[src/rtl/debug_evt_stretch_pkg.sv]
// Shared encodings for the debug event conditioning stage: runtime view select
// and the per-channel stretch FSM states.
package debug_evt_stretch_pkg;

  typedef enum logic [1:0] {
    DBG_MODE_PASS    = 2'd0,
    DBG_MODE_STRETCH = 2'd1,
    DBG_MODE_TOGGLE  = 2'd2,
    DBG_MODE_HB      = 2'd3
  } dbg_mode_e;

  typedef enum logic [1:0] {
    IDLE = 2'd0,
    HOLD = 2'd1,
    GAP  = 2'd2
  } ch_state_e;

  function automatic int max_int(input int a, input int b);
    return (a > b) ? a : b;
  endfunction

endpackage

[src/rtl/debug_stretch_ch.sv]
// One debug channel: stretches event strobes into fixed-width pulses with a forced gap, queueing close events.
// Latency: hold_nxt is the next-cycle level (registered by the parent). No backpressure: events past a full queue are dropped and flagged.
module debug_stretch_ch
  import debug_evt_stretch_pkg::*;
#(
  parameter int STRETCH_CYCLES = 1000,
  parameter int GAP_CYCLES     = 200,
  parameter int PEND_W         = 3
) (
  input  logic clk,
  input  logic rst,
  input  logic clr,
  input  logic evt,
  input  logic ovf_clr,
  output logic hold_nxt,
  output logic ovf
);

  localparam int CNT_W = $clog2(max_int(STRETCH_CYCLES, GAP_CYCLES) + 1);
  localparam logic [CNT_W-1:0]  HOLD_LD  = CNT_W'(STRETCH_CYCLES - 1);
  localparam logic [CNT_W-1:0]  GAP_LD   = CNT_W'(GAP_CYCLES - 1);
  localparam logic [PEND_W-1:0] PEND_MAX = '1;

  ch_state_e         state_q, state_d;
  logic [CNT_W-1:0]  cnt_q, cnt_d;
  logic [PEND_W-1:0] pend_q, pend_d;
  logic              pend_inc, pend_dec, drop;
  logic              ovf_q;

  always_comb begin
    state_d  = state_q;
    cnt_d    = cnt_q;
    pend_inc = 1'b0;
    pend_dec = 1'b0;
    case (state_q)
      IDLE: begin
        if (evt) begin
          state_d = HOLD;
          cnt_d   = HOLD_LD;
        end
      end
      HOLD: begin
        pend_inc = evt;
        if (cnt_q == '0) begin
          state_d = GAP;
          cnt_d   = GAP_LD;
        end else begin
          cnt_d = cnt_q - CNT_W'(1);
        end
      end
      GAP: begin
        if (cnt_q == '0) begin
          // An event landing on the last gap cycle starts the next pulse directly
          // when nothing is queued, otherwise it takes the slot just freed.
          pend_dec = (pend_q != '0);
          pend_inc = evt && (pend_q != '0);
          if ((pend_q != '0) || evt) begin
            state_d = HOLD;
            cnt_d   = HOLD_LD;
          end else begin
            state_d = IDLE;
          end
        end else begin
          pend_inc = evt;
          cnt_d    = cnt_q - CNT_W'(1);
        end
      end
      default: state_d = IDLE;
    endcase

    pend_d = pend_q;
    drop   = 1'b0;
    if (pend_inc && !pend_dec) begin
      if (pend_q == PEND_MAX) drop = 1'b1;
      else                    pend_d = pend_q + PEND_W'(1);
    end else if (pend_dec && !pend_inc) begin
      pend_d = pend_q - PEND_W'(1);
    end

    if (clr) begin
      state_d = IDLE;
      cnt_d   = '0;
      pend_d  = '0;
      drop    = 1'b0;
    end
  end

  always_ff @(posedge clk or posedge rst) begin
    if (rst) begin
      state_q <= IDLE;
      cnt_q   <= '0;
      pend_q  <= '0;
      ovf_q   <= 1'b0;
    end else begin
      state_q <= state_d;
      cnt_q   <= cnt_d;
      pend_q  <= pend_d;
      ovf_q   <= drop ? 1'b1 : (ovf_clr ? 1'b0 : ovf_q);
    end
  end

  assign hold_nxt = (state_d == HOLD);
  assign ovf      = ovf_q;

endmodule

[src/rtl/debug_evt_stretch.sv]
// Conditions single-cycle debug event strobes for the header pins: pass, stretch, toggle or heartbeat view.
// Latency: 1 cycle evt_i to dbg_o in every mode. No backpressure: overflowing events are dropped and flagged on ovf_o.
module debug_evt_stretch
  import debug_evt_stretch_pkg::*;
#(
  parameter int N_CH           = 4,
  parameter int STRETCH_CYCLES = 1000,
  parameter int GAP_CYCLES     = 200,
  parameter int PEND_W         = 3,
  parameter int HB_HALF        = 500000
) (
  input  logic            clk,
  input  logic            rst,
  input  logic [N_CH-1:0] evt_i,
  input  logic [1:0]      mode_i,
  input  logic            ovf_clr_i,
  output logic [N_CH-1:0] dbg_o,
  output logic [N_CH-1:0] ovf_o
);

  localparam int HB_W = $clog2(HB_HALF + 1);
  localparam logic [HB_W-1:0] HB_LAST = HB_W'(HB_HALF - 1);

  logic [1:0]      mode_q;
  logic            mode_chg;
  logic [N_CH-1:0] ch_evt, hold_nxt;
  logic [N_CH-1:0] dbg_d, dbg_q;
  logic [HB_W-1:0] hb_cnt_q, hb_cnt_d;
  logic            hb_lvl_q, hb_lvl_d;

  // A mode change flushes all channel state; the event on that cycle is discarded.
  assign mode_chg = (mode_i != mode_q);

  for (genvar i = 0; i < N_CH; i++) begin : g_ch
    assign ch_evt[i] = evt_i[i] & ~mode_chg &
                       ((mode_q == DBG_MODE_STRETCH) |
                        ((mode_q == DBG_MODE_HB) & (i != N_CH - 1)));

    debug_stretch_ch #(
      .STRETCH_CYCLES (STRETCH_CYCLES),
      .GAP_CYCLES     (GAP_CYCLES),
      .PEND_W         (PEND_W)
    ) u_ch (
      .clk      (clk),
      .rst      (rst),
      .clr      (mode_chg),
      .evt      (ch_evt[i]),
      .ovf_clr  (ovf_clr_i),
      .hold_nxt (hold_nxt[i]),
      .ovf      (ovf_o[i])
    );
  end

  always_comb begin
    hb_cnt_d = '0;
    hb_lvl_d = 1'b0;
    if (!mode_chg && (mode_q == DBG_MODE_HB)) begin
      if (hb_cnt_q == HB_LAST) begin
        hb_cnt_d = '0;
        hb_lvl_d = ~hb_lvl_q;
      end else begin
        hb_cnt_d = hb_cnt_q + HB_W'(1);
        hb_lvl_d = hb_lvl_q;
      end
    end
  end

  always_comb begin
    dbg_d = '0;
    if (!mode_chg) begin
      case (dbg_mode_e'(mode_q))
        DBG_MODE_PASS:    dbg_d = evt_i;
        DBG_MODE_STRETCH: dbg_d = hold_nxt;
        DBG_MODE_TOGGLE:  dbg_d = dbg_q ^ evt_i;
        default: begin
          dbg_d           = hold_nxt;
          dbg_d[N_CH-1]   = hb_lvl_d;
        end
      endcase
    end
  end

  always_ff @(posedge clk or posedge rst) begin
    if (rst) begin
      mode_q   <= DBG_MODE_PASS;
      dbg_q    <= '0;
      hb_cnt_q <= '0;
      hb_lvl_q <= 1'b0;
    end else begin
      mode_q   <= mode_i;
      dbg_q    <= dbg_d;
      hb_cnt_q <= hb_cnt_d;
      hb_lvl_q <= hb_lvl_d;
    end
  end

  assign dbg_o = dbg_q;

endmodule

[config.mk]
export PLATFORM = sky130hd
export DESIGN_NAME = debug_evt_stretch
export DESIGN_NICKNAME = d
export VERILOG_FILES = /design/src/rtl/debug_evt_stretch_pkg.sv /design/src/rtl/debug_stretch_ch.sv /design/src/rtl/debug_evt_stretch.sv
export SDC_FILE = /design/constraint.sdc
export NUM_CORES = 1
export LEC_CHECK = 0
export CAP_MARGIN = 20
export CORE_UTILIZATION = 35
export DETAILED_ROUTE_END_ITERATION = 8
export PLACE_DENSITY = 0.51
export SYNTH_ARGS = -nofsm -noshare
export SYNTH_HDL_FRONTEND = slang
export SYNTH_HIERARCHICAL = 1
export SYNTH_SLANG_ARGS = --single-unit
[constraint.sdc]
create_clock -name clk -period 2.7 [get_ports clk]
set_input_delay 0.405 -clock clk [delete_from_list [all_inputs] [get_ports clk]]
set_output_delay 0.405 -clock clk [all_outputs]
set_load 0.03 [all_outputs]
Word-level counts from Yosys, hierarchy flattened
Cells that the tools add are included.
{ "word_totals": {"ff_bits": 90, "in_bits": 9, "out_inout_bits": 8, "wordCells": 240} }
{ "classes": {"add_sub_neg": 13, "n_eq_ne": 33, "mux": 103, "bitwise_logic": 12, "reduce_logical": 59} }
{ "op_table": {"columns": ["op", "n"], "rows": [
  ["$mux 10", 20],
  ["$pmux 10 s3", 4],
  ["$mux 3", 16],
  ["$logic_not 10->1", 4],
  ["$sub 10x1->10 const B", 4],
  ["$mux 19", 2],
  ["$mux 1", 35],
  ["$mux 2", 16],
  ["$pmux 2 s3", 4],
  ["$reduce_bool 3->1", 8],
  ["$add 19x1->19 const B", 1],
  ["$eq 19x19->1 const B", 1],
  ["$eq 2x1->1 const B", 9],
  ["$ne 4x4->1 const B", 4],
  ["$reduce_bool 4->1", 4],
  ["$logic_and 1x1->1", 13],
  ["$add 3x1->3 const B", 4],
  ["$eq 2x2->1 const B", 6],
  ["$eq 3x3->1 const B", 4],
  ["$ne 3x2->1 const B", 4],
  ["$ne 3x3->1 const B", 4],
  ["$pmux 4 s3", 1],
  ["$reduce_and 3->1", 4],
  ["$sub 3x1->3 const B", 4],
  ["other kinds (12)", 44]
]} }

Depth between registers and ports, before layout
{ "logic_depth": {"depth_word": 12, "depth_mapped": 13, "mapped_depth_nobuf": 12} }

By module
The synthesis kept the hierarchy.
{ "by_module_without_submodules": {"columns": ["module", "n_inst", "cells_per_inst", "area_each_um2", "seq_area_each_um2"], "rows": [
  ["debug_stretch_ch", 4, 138, 1252.5, 400.4],
  ["debug_evt_stretch", 1, 140, 1341.3, 650.6]
]} }

Least setup slack after synthesis
No wires, ideal clock.
{ "synth_path": {"path_type": "flip-flop to flip-flop", "from": "register mode_q[0]", "to": "register g_ch[3].u_ch.pend_q[2]", "setup_time_ns": 0.132, "t_arrival_ns": 2.577, "required_time_ns": 2.568, "path_slack_ns": -0.009, "path_stages_with_launch": 13, "path_buffers": 1, "period_less_slack_ns": 2.709, "path_cell_list": "dfrtp_1 clkbuf_1 nand2_1 nor4b_1 nand3_1 nor2_1 xnor2_1 ha_1 nor2_1 o211ai_1 o211ai_1 mux2i_1 or3b_1"} }
{ "synth_between": {"elab_chain_cells": 11, "elab_cells_between_ends": 16, "classes_between": "eq/ne (3); mux (4); bitwise (3); reduce/logical (6)"} }
{ "synth_rtl": {"columns": ["element", "line_no", "source"], "rows": [
  ["start: declaration", "debug_evt_stretch.sv:24", "logic [1:0] mode_q;"],
  ["start signal: assignment", "debug_evt_stretch.sv:90", "mode_q <= mode_i;"],
  ["$ne 2x2->1", "debug_evt_stretch.sv:32", "assign mode_chg = (mode_i != mode_q);"],
  ["$not 1->1", "debug_evt_stretch.sv:35", "assign ch_evt[i] = evt_i[i] & ~mode_chg &"],
  ["$and 1x1->1", "debug_evt_stretch.sv:35", null],
  ["$and 1x1->1 (*)", "debug_evt_stretch.sv:35", null],
  ["named net ch_evt[3]", "debug_evt_stretch.sv:26", "logic [N_CH-1:0] ch_evt, hold_nxt;"],
  ["$logic_and 1x1->1", "debug_stretch_ch.sv:56", "pend_inc = evt && (pend_q != '0);"],
  ["$mux 1", "debug_stretch_ch.sv:52", "if (cnt_q == '0) begin"],
  ["$pmux 1 s2 (*)", "debug_stretch_ch.sv:35", "case (state_q)"],
  ["$logic_not 1->1", "debug_stretch_ch.sv:76", "end else if (pend_dec && !pend_inc) begin"],
  ["$logic_and 1x1->1", "debug_stretch_ch.sv:76", null],
  ["$reduce_bool 3->1 (no source line)", null, null],
  ["$reduce_and 2->1 (no source line)", null, null],
  ["end signal: assignment", "debug_stretch_ch.sv:97", "pend_q <= pend_d;"],
  ["end: declaration", "debug_stretch_ch.sv:26", "logic [PEND_W-1:0] pend_q, pend_d;"]
]} }
Mark *: on every way through the listed nets, which the timed path passes. The rest lies on a longest branch.
A chain may end at the register's enable or synchronous reset.

Final worst setup path
{ "layout_path": {"from": "register g_ch[2].u_ch.cnt_q[0]", "to": "register g_ch[2].u_ch.pend_q[2]"} }
{ "layout_between": {"elab_chain_cells": 7, "elab_cells_between_ends": 14, "classes_between": "eq/ne (1); mux (6); reduce/logical (7)"} }
{ "layout_rtl": {"columns": ["element", "line_no", "source"], "rows": [
  ["start: declaration", "debug_stretch_ch.sv:25", "logic [CNT_W-1:0] cnt_q, cnt_d;"],
  ["start signal: assignment", "debug_stretch_ch.sv:96", "cnt_q <= cnt_d;"],
  ["$logic_not 10->1 (*)", "debug_stretch_ch.sv:52", null],
  ["$mux 1", "debug_stretch_ch.sv:52", null],
  ["$pmux 1 s2 or $mux 1 (tied branches)", "debug_stretch_ch.sv:35", null],
  ["$logic_not 1->1, on equally long branches", "debug_stretch_ch.sv:76, debug_stretch_ch.sv:73", null],
  ["$logic_and 1x1->1, on equally long branches", "debug_stretch_ch.sv:76, debug_stretch_ch.sv:73", null],
  ["$reduce_bool 3->1 (no source line), or another cell as far along", null, null],
  ["$reduce_and 2->1 (no source line) or $mux 3 (tied branches)", null, null],
  ["end signal: assignment", "debug_stretch_ch.sv:97", null],
  ["end: declaration", "debug_stretch_ch.sv:26", null]
]} }
Every way passes the cells marked *; elsewhere a longest branch is shown, timed or not.

==> reports/summary.md <==
During synthesis, Yosys emitted a total of 6 warnings. Setup repair after global routing could not meet its margin everywhere. Once placement completed, the tool counted placed cells totaling 971. The clock transition at the registers of the reported paths was 70 ps; the post-synthesis instance area was 6351 um2. The data arrival time of the worst path is 2790 ps. Summing over every cut layer, the via total after detailed routing is 5,690. Cell internal power dissipation: 2.172 mW. The run gives 0 as the global-route congestion overflow total. The count of nets left with antenna violations once routing finished came out at 0.

Clock skew on the completed layout was measured at 6.357 ps. The logs give 38.8% for the fraction of power consumed by the clock network and 16,430 um for the total wire length after detailed routing. The die covers 18,690 um2. Post-route worst setup slack: 142.6 ps.

CTS placed an instance of clkbuf_16 at the clock tree root. The floorplan step set the die width to 136.7 um. The maximum number of pins on one net before global-route repair was 26. The worst register-to-register path begins at g_ch[2].u_ch/cnt_q[0]$_DFFE_PP0P_. The biggest area contributor in the post-synthesis netlist is dfrtp_1.

The number of storage elements in the synthesis netlist is 90. Async set-reset flop share out of synthesis: 100.0%. Walking the worst path, the cells encountered are inv_1 > ha_4 > nor4b_4 > o2111a_1 > nor2_1 > xnor2_1 > ha_1 > nor2_1 > o211ai_1 > o211ai_1 > mux2i_1 > or3b_1. Cells fill 43.41% of the core in the end.

For the worst flop-to-flop path, the logic depth is 12. No sink is reached through more buffers than the 2 on the longest clock path. Total count of max-transition violations in the final report: 0.

For the area of all sequential standard cells, the log shows 2252 um2. TritonCTS built the clock tree. The part of the power in combinational logic is 15.0%. The number of global-route vias before repair came out at 5,490. The final clock period utilization by the worst path came out at 94.72%. Among all cell types in the netlist, the one instantiated most often is dfrtp_1.

The routability congestion estimate was 0.8529; the final number of setup-violating endpoints was 0. Compared with the post-synthesis result, the final layout area differs by 19.88%. The biggest fanout along the worst timing path was 5. Required time at the worst-slack endpoint: 2930 ps.

The post-layout instance count excluding filler cells is 999, and the post-layout minimum cycle time is 2557 ps. The clock latency at the later pin of the worst-skew pair came out at 350 ps. The top-level I/O count was 17; the violation count after the first detailed-routing iteration was 389. Reg2reg setup slack: 140 ps.

The tools report the effective utilization at floorplan as 36.22%. Wire length per cell after detailed routing: 16.45 um. The post-synthesis cell type count was 55. TritonCTS buffer count: 9.

Path class of the lowest-slack min-delay path: in2async. Per-cell via count in the routed design: 5.696. In the final layout, the share of cells above drive strength 1 is 23.64%. After layout, the design draws a total of 3.016 mW. Total count of hold-check failures in the final report: 0. The final instance area was 7614 um2.

The power per unit of standard cell area came out at 396.1 nW/um2. Prior to clock tree synthesis, the placed netlist has a worst setup slack of -337.0 ps. Synthesis produced a netlist whose cell count is 692. The share of the synthesized area in the top cell type is 35.46%. The worst setup path is launched from a register. The slew at the pin closest to its max-slew limit came out at 698.1 ps.

The number of violations of the max-capacitance limit is 0. Hold is met by 391.5 ps. The element type at the critical path end is a register. Measured along the y axis, the die boundary spans 136.7 um. The synthesized area per cell was 9.178 um2; the sequential element share of the synthesized area was 35.46%. Worst vdd rail ir drop: 0.2681 mV.

The static leakage power is 3.028 nW, and the total area of multi-input combinational cells is 3913 um2. The area of the core came out at 17,540 um2. The H-tree was split into 3 levels. The fmax is 0.3910 GHz, and the number of sinks on the clock net is 90. The first global-routing pass estimated 27,210 um of wire.

Summed over all nets, the half-perimeter wirelength after detailed placement is 11,760 um. For this run, the slowest stage of the critical path takes 410 ps. The capture instance of the worst register-to-register path was g_ch[2].u_ch/pend_q[2]$_DFFE_PP0P_. Total routing usage reported by global routing: 18.53%. Sorting the synthesized cells by how often they occur yields dfrtp_1, nor2_1, o21ai_0. Before antenna repair, the detailed router went through 5 iterations. In this run the power spent charging and discharging nets is 844.3 uW. After filler insertion, the fill cell instance count of the layout stands at 1,719. Of the total power, registers draw 46.2%. For this run, the leading register cell type out of synthesis is dfrtp_1.

Placed instance area: 7133 um2. Yosys attributes the largest share of cell area to dfrtp_1, ha_1, o21ai_0. The setup TNS is 0 ps. In this run, synthesis inferred 0 flip-flops with an integrated enable. For the number of antenna violations at the first check in global routing, the log shows 0. The run finished with clean final reports. In this run the tightest slew margin relative to its limit is 53.41%. The number of rows in the core area was 48. During placement, the flow inserted port buffers numbering 16. Counting every net in the synthesized netlist gives 726. The antenna cell count is 0, and the DRC violations left is 0. The final-stage net count is 803. The share of total power consumed by net switching was 28.00%.

The critical path is of the reg2reg type. The largest individual stage delay along the critical path comes from the cell dfrtp_1.
[cell type report]
type	count	area share (%)
timing repair buffer	93	9.860
multi-input combinational	534	51.39
clock buffer	10	3.007
tap	225	3.698
sequential	90	29.58
inverter	41	2.021
clock inverter	6	0.4437
[sequential cells by signal, summed over array words and instances, names as in the netlist]
| register | flops |
|---|---|
| g_ch.u_ch/state_q | 8 |
| hb_lvl_q | 1 |
| mode_q | 2 |
| g_ch.u_ch/cnt_q | 40 |
| dbg_o | 4 |
| g_ch.u_ch/pend_q | 12 |
| g_ch.u_ch/ovf | 4 |
| hb_cnt_q | 19 |
[logic make-up after synthesis]
logic type,synth area share [%]
buffers and inverters,5.063
flip-flops,35.46
AND/OR/NAND/NOR,25.26
XOR/XNOR,3.034
adder cells (fa/ha/maj),4.925
multiplexers,3.467
AO/OA/AOI/OAI,22.79
[cells in the final DEF (no fill, tap or decap), types with 5 or more instances in the layout]
master / netlist / routed
dfrtp_1: 90 / 90
buf_4: 0 / 76
nor2_1: 61 / 56
o21ai_0: 54 / 54
a21oi_1: 40 / 40
nand2_1: 37 / 36
inv_1: 37 / 31
nand3_1: 28 / 27
mux2i_1: 22 / 22
a31oi_1: 20 / 20
nor4_1: 22 / 19
nor3_1: 19 / 19
nand4_1: 18 / 18
xnor2_1: 17 / 17
clkdlybuf4s50_1: 0 / 16
ha_1: 25 / 15
o211ai_1: 13 / 13
or3_1: 10 / 10
or2_2: 9 / 9
nand3b_1: 9 / 9
nand2b_1: 9 / 9
clkbuf_16: 0 / 9
a311oi_2: 8 / 8
a32o_1: 8 / 8
o221a_2: 8 / 8
o21a_1: 8 / 8
nor4_2: 4 / 7
inv_2: 0 / 6
ha_2: 0 / 6
or4_4: 5 / 5
nor4b_4: 4 / 5
clkinv_2: 0 / 5
[power by group through the flow]
stage,Clock [mW],Combinational (mW),Sequential (mW)
6_report,1.17,0.451,1.39
5_1_grt,1.27,0.496,1.39
4_1_cts,1.22,0.431,1.39
3_5_place_dp,0,0.429,1.42
3_3_place_gp,0,0.422,1.42
2_1_floorplan,0,0.272,1.41
[worst max path at each step]
stage,startpoint,end,slack (ps),cells after the start
floorplan,mode_q[0]$_DFF_PP0_,g_ch[3].u_ch/pend_q[2]$_DFFE_PP0P_,150,12
global route,g_ch[3].u_ch/state_q[0]$_DFF_PP0_,g_ch[3].u_ch/pend_q[2]$_DFFE_PP0P_,-10,12
finish,g_ch[2].u_ch/cnt_q[0]$_DFFE_PP0P_,g_ch[2].u_ch/pend_q[2]$_DFFE_PP0P_,140,12
CTS,g_ch[0].u_ch/cnt_q[0]$_DFFE_PP0P_,g_ch[0].u_ch/pend_q[2]$_DFFE_PP0P_,20,12
detailed placement,mode_i[0],g_ch[0].u_ch/pend_q[2]$_DFFE_PP0P_,-340,13
global placement,mode_i[1],g_ch[1].u_ch/pend_q[2]$_DFFE_PP0P_,-240,13
[repair_timing]
item                                    CTS  global route
hold buffers                              0             0
endpoints found under the setup margin    0             4
gates resized for setup                   0            35
setup buffers                             0            12
[metal layers]
layer / global-route usage, % / wire length, um
met5: 0 / 0
met4: 7.654 / 302
met3: 2.519 / 467
met2: 28.99 / 7495
met1: 25.57 / 8168
[worst max-delay path, delay by kind of cell, from the launching register on]
family / cells / cell delay, ps
AOI/OAI and AO/OA: 3 / 530
muxes: 1 / 80
DFF: 1 / 410
xor gates and xnor gates: 1 / 120
adders and majority gates: 2 / 370
buffers and inverters: 1 / 130
and+or+nand+nor: 4 / 790
(Power assumes the default switching activity.)
